File: config.mk
export PLATFORM = sky130hd
export DESIGN_NAME = traffic_light_ped
export DESIGN_NICKNAME = d
export VERILOG_FILES = /design/src/rtl/traffic_light_ped.sv
export SDC_FILE = /design/constraint.sdc
export NUM_CORES = 1
export LEC_CHECK = 0
export CAP_MARGIN = 40
export CORE_MARGIN = 1
export CORE_UTILIZATION = 35
export DETAILED_ROUTE_END_ITERATION = 6
export HOLD_SLACK_MARGIN = 0.02
export PLACE_DENSITY = 0.65
export SLEW_MARGIN = 10
export SYNTH_ARGS = -nofsm -noshare
export SYNTH_HDL_FRONTEND = slang
export SYNTH_SLANG_ARGS = --single-unit
File: constraint.sdc
create_clock -name clk -period 3.9 [get_ports clk]
set_clock_uncertainty 0.05 [all_clocks]
set_input_delay 1.17 -clock clk [delete_from_list [all_inputs] [get_ports clk]]
set_output_delay 1.17 -clock clk [all_outputs]
set_load 0.02 [all_outputs]
File: src/rtl/traffic_light_ped.sv
// Four-way traffic-light controller with all-red clearance, latched pedestrian
// WALK phase and a flashing-red override; lamps are registered Moore outputs.
module traffic_light_ped #(
  parameter int G_TICKS    = 5,
  parameter int Y_TICKS    = 2,
  parameter int AR_TICKS   = 1,
  parameter int WALK_TICKS = 3,
  parameter int CNT_W      = 4
) (
  input  logic       clk,
  input  logic       rst,
  input  logic       tick,
  input  logic       ped_req,
  input  logic       flash_en,
  output logic       ns_g,
  output logic       ns_y,
  output logic       ns_r,
  output logic       ew_g,
  output logic       ew_y,
  output logic       ew_r,
  output logic       walk,
  output logic       ped_pending,
  output logic [2:0] phase
);

  typedef enum logic [2:0] {
    NS_G  = 3'd0,
    NS_Y  = 3'd1,
    AR1   = 3'd2,
    EW_G  = 3'd3,
    EW_Y  = 3'd4,
    AR2   = 3'd5,
    WALK  = 3'd6,
    FLASH = 3'd7
  } state_t;

  localparam logic [CNT_W-1:0] G_LAST    = CNT_W'(G_TICKS - 1);
  localparam logic [CNT_W-1:0] Y_LAST    = CNT_W'(Y_TICKS - 1);
  localparam logic [CNT_W-1:0] AR_LAST   = CNT_W'(AR_TICKS - 1);
  localparam logic [CNT_W-1:0] WALK_LAST = CNT_W'(WALK_TICKS - 1);

  state_t           state_reg, state_next;
  logic [CNT_W-1:0] cnt_reg, cnt_next;
  logic             ped_reg, ped_next;
  logic             flash_ph_reg, flash_ph_next;
  logic [6:0]       lamps_reg;

  function automatic logic [CNT_W-1:0] last_of(input state_t s);
    case (s)
      NS_G, EW_G: last_of = G_LAST;
      NS_Y, EW_Y: last_of = Y_LAST;
      AR1, AR2:   last_of = AR_LAST;
      default:    last_of = WALK_LAST;
    endcase
  endfunction

  function automatic state_t seq_next(input state_t s, input logic ped);
    case (s)
      NS_G:    seq_next = NS_Y;
      NS_Y:    seq_next = AR1;
      AR1:     seq_next = EW_G;
      EW_G:    seq_next = EW_Y;
      EW_Y:    seq_next = AR2;
      AR2:     seq_next = ped ? WALK : NS_G;
      default: seq_next = NS_G;
    endcase
  endfunction

  // Lamp order: {ns_g, ns_y, ns_r, ew_g, ew_y, ew_r, walk}
  function automatic logic [6:0] decode(input state_t s, input logic fph);
    case (s)
      NS_G:    decode = 7'b100_001_0;
      NS_Y:    decode = 7'b010_001_0;
      AR1:     decode = 7'b001_001_0;
      EW_G:    decode = 7'b001_100_0;
      EW_Y:    decode = 7'b001_010_0;
      AR2:     decode = 7'b001_001_0;
      WALK:    decode = 7'b001_001_1;
      FLASH:   decode = {2'b00, fph, 2'b00, fph, 1'b0};
      default: decode = 7'b100_001_0;
    endcase
  endfunction

  always_comb begin
    state_next    = state_reg;
    cnt_next      = cnt_reg;
    flash_ph_next = flash_ph_reg;
    ped_next      = ped_reg;
    // Override beats every normal transition, including the AR2 walk decision.
    if (flash_en) begin
      state_next = FLASH;
      cnt_next   = '0;
      if (state_reg != FLASH)
        flash_ph_next = 1'b0;
      else if (tick)
        flash_ph_next = ~flash_ph_reg;
    end else if (state_reg == FLASH) begin
      state_next = AR2;
      cnt_next   = '0;
    end else if (tick) begin
      if (cnt_reg == last_of(state_reg)) begin
        state_next = seq_next(state_reg, ped_reg);
        cnt_next   = '0;
      end else begin
        cnt_next = cnt_reg + CNT_W'(1);
      end
    end
    if (state_next == WALK && state_reg != WALK)
      ped_next = 1'b0;
    else if (ped_req && state_reg != WALK)
      ped_next = 1'b1;
  end

  always_ff @(posedge clk or posedge rst) begin
    if (rst) begin
      state_reg    <= NS_G;
      cnt_reg      <= '0;
      ped_reg      <= 1'b0;
      flash_ph_reg <= 1'b0;
      lamps_reg    <= 7'b100_001_0;
    end else begin
      state_reg    <= state_next;
      cnt_reg      <= cnt_next;
      ped_reg      <= ped_next;
      flash_ph_reg <= flash_ph_next;
      lamps_reg    <= decode(state_next, flash_ph_next);
    end
  end

  assign {ns_g, ns_y, ns_r, ew_g, ew_y, ew_r, walk} = lamps_reg;
  assign ped_pending = ped_reg;
  assign phase       = state_reg;

endmodule

==> impl_metrics.json <==
{
  "cp.depth": 1,
  "cts_tree": "yes",
  "initial_utilization_pct": 37.5,
  "relSlewSlack_pct": 61.1,
  "cts_hold_buf": 0,
  "avgSynthCellArea_um2": 10.1,
  "power_density_mw_per_mm2": 625,
  "drt-pass1-iter-count": 4,
  "crit_slowest_cell": "clkdlybuf4s50_1",
  "track_usage_pct": 14.4,
  "cp_max_fo": 13,
  "wirelength_mm": 1.72,
  "dieArea_mm2": 0.00289,
  "synth_area_um2": 938,
  "ys_seq_elements": 16,
  "ant_nets": 0,
  "drt_iter0_drc": 11,
  "cp_num_buf_inv": 1,
  "core_mm2": 0.00250,
  "yosys-top-cells-count": "14 x dfrtp_1, 8 x nor2_1, 7 x inv_1",
  "critical_path.top_delay_family": "buffers and inverters",
  "grt_pass1_wl_mm": 2.96,
  "regToRegSetupSlack_ps": 1630,
  "vias": 687,
  "synth_top_area_share_pct": 37.3,
  "setup_tns_ps": 0,
  "place_inst": 132,
  "hold-path-cell-count": 2,
  "nNetsFinal": 113,
  "ios": 16,
  "rsz0062_at_grt": "no",
  "p_leak_nw": 0.477,
  "peakVddDrop_uv": 396,
  "yosysSeqAreaShare_pct": 42.9,
  "final_area_mm2": 0.00111,
  "crit_path_end_kind": "output port",
  "fin_crit_sh_pct": 71.2,
  "drive_gt1_share_pct": 13.3,
  "grt_max_degree": 17,
  "synth.most_common_cell": "dfrtp_1",
  "fmax_ghz": 0.360,
  "gr-total-overflow": 0,
  "syn2layout_area_growth_pct": 18.0,
  "slew_violations": 0,
  "reg2reg_to": "lamps_reg[4]",
  "synthArstFlopShare_pct": 100,
  "reg2reg_from": "phase[0]",
  "post_cts_buffers": 0,
  "htreeDepth": 1,
  "min_path_type": "reg -> reg",
  "detailed_place.area_mm2": 0.00108,
  "synth-main-ff-cell": "dfrtp_1",
  "syn_nets": 99,
  "fp.dieH_um": 53.8,
  "cts.sinks": 16,
  "via_per_inst": 5.09,
  "status": "finished clean",
  "cts.clk_slew.worst_paths_ps": 80,
  "fillers": 230,
  "finalSetupViolCount": 0,
  "fp.dieW_um": 53.8,
  "layoutNonFillerInstCount": 135,
  "maxCapViolCount": 0,
  "synth.area.top_cells": "dfrtp_1 37%, dfstp_2 5.6%, a21oi_1 3.2%, mux2i_1 3.2%, nor2_1 3.2%",
  "synthCells": 93,
  "critPathMaxStageDelay_ps": 680,
  "min-delay-start": "cnt_reg[2]",
  "place_congestion": 0.758,
  "path_cells": "clkdlybuf4s50_1",
  "fin_hold_ws_ps": 526,
  "grt_pass1_vias": 663,
  "num_rows": 18,
  "cp.arrival_ps": 1560,
  "antenna_found_initial": 0,
  "cts.repair.resized": 0,
  "worst_slew_pin_slew_ps": 583,
  "rr_worst_depth": 7,
  "clock_latency_ps": 280,
  "synth-edff-count": 0,
  "yosys.area.top_type": "dfrtp_1",
  "final-hold-violation-count": 0,
  "worstSetupPathType": "reg -> out",
  "port_buffers": 15,
  "synthDistinctLibCells": 40,
  "numCtsBuffers": 3,
  "required_ps": 2680,
  "largest_register_ffs": 7,
  "cts.path.max_buffers": 2,
  "period_needed_ps": 2780,
  "detailed_place_hpwl_mm": 1.30,
  "yosysWarningCount": 0,
  "wl_per_cell_um": 12.7,
  "drcViolationCount": 0,
  "hold_end": "cnt_reg[2]",
  "n_antenna_cell": 0,
  "startpoint_type": "flip-flop",
  "cts_root_buffer": "clkbuf_4"
}
where the power goes:
part	switching (mW)	internal (mW)
Sequential	0.0513	0.205
Combinational	0.187	0.168
Clock	0.0453	0.0358
cell type report:
type                    count  area (µm²)  area share [%]
multi-input cells          64         468            42.3
inverters                   7        26.3            2.37
flip-flops and latches     16         403            36.4
well taps                  30        37.5            3.39
repair buffers             15         150            13.6
clock buffers               3        22.5            2.03
logic make-up (layout without fill, tap and decap cells):
kind of cell | count (synthesis) | count (layout) | synth area share (%)
AND/OR/NAND/NOR | 36 | 36 | 23.9
flip-flops | 16 | 16 | 42.9
AO/OA/AOI/OAI | 19 | 19 | 16.1
adder cells (fa/ha/maj) | 1 | 1 | 1.33
XOR/XNOR | 4 | 4 | 3.73
buffers and inverters | 13 | 25 | 7.20
multiplexers | 4 | 4 | 4.80
worst max-delay path by stage:
stage / from / slack [ps] / to
after floorplan: flash_en / 1560 / lamps_reg[4]
after global placement: tick / 890 / lamps_reg[4]
after detailed placement: tick / 860 / lamps_reg[4]
after CTS: phase[2] / 1100 / phase[2]
after global routing: phase[2] / 1020 / phase[2]
final: phase[2] / 1120 / phase[2]
worst reg2reg max path, stage by stage (launching register included):
cell,delay [ps]
dfrtp_1,500
nor2b_4,200
o41ai_1,270
a21oi_1,160
or2_4,320
o31ai_4,340
nand2b_1,140
a21boi_0,150
per-stage QoR:
step                      power (mW)  util (%)  worst slack (ps)
after floorplan                0.536         -              1560
after global placement         0.612      43.4               895
after detailed placement       0.614      43.4               857
after CTS                      0.700      44.3              1100
after global routing           0.749      44.3              1020
final                          0.692      44.3              1120
routing by layer:
layer / wire, µm / GRT usage, % / vias to the layer above / share of wire (%)
li1: - / - / 345 / -
met4: 21 / 6.58 / 0 / 1.2
met1: 787 / 18.1 / 328 / 46
met2: 851 / 23.5 / 11 / 50
met3: 58 / 3.11 / 3 / 3.4
met5: 0 / 0 / - / 0
placed cells by master, fill, tap and decap left out, drive strengths merged, types with 3 or more instances in the layout:
cell type / Yosys / final
nor3: 4 / 4
nand2b: 4 / 4
dfrtp: 14 / 14
mux2i: 3 / 3
o21ai: 3 / 3
clkdlybuf4s50: 0 / 15
nor2: 8 / 8
nand2: 5 / 5
a21oi: 8 / 8
inv: 7 / 7
clkbuf: 1 / 3
(Power assumes the default switching activity.)
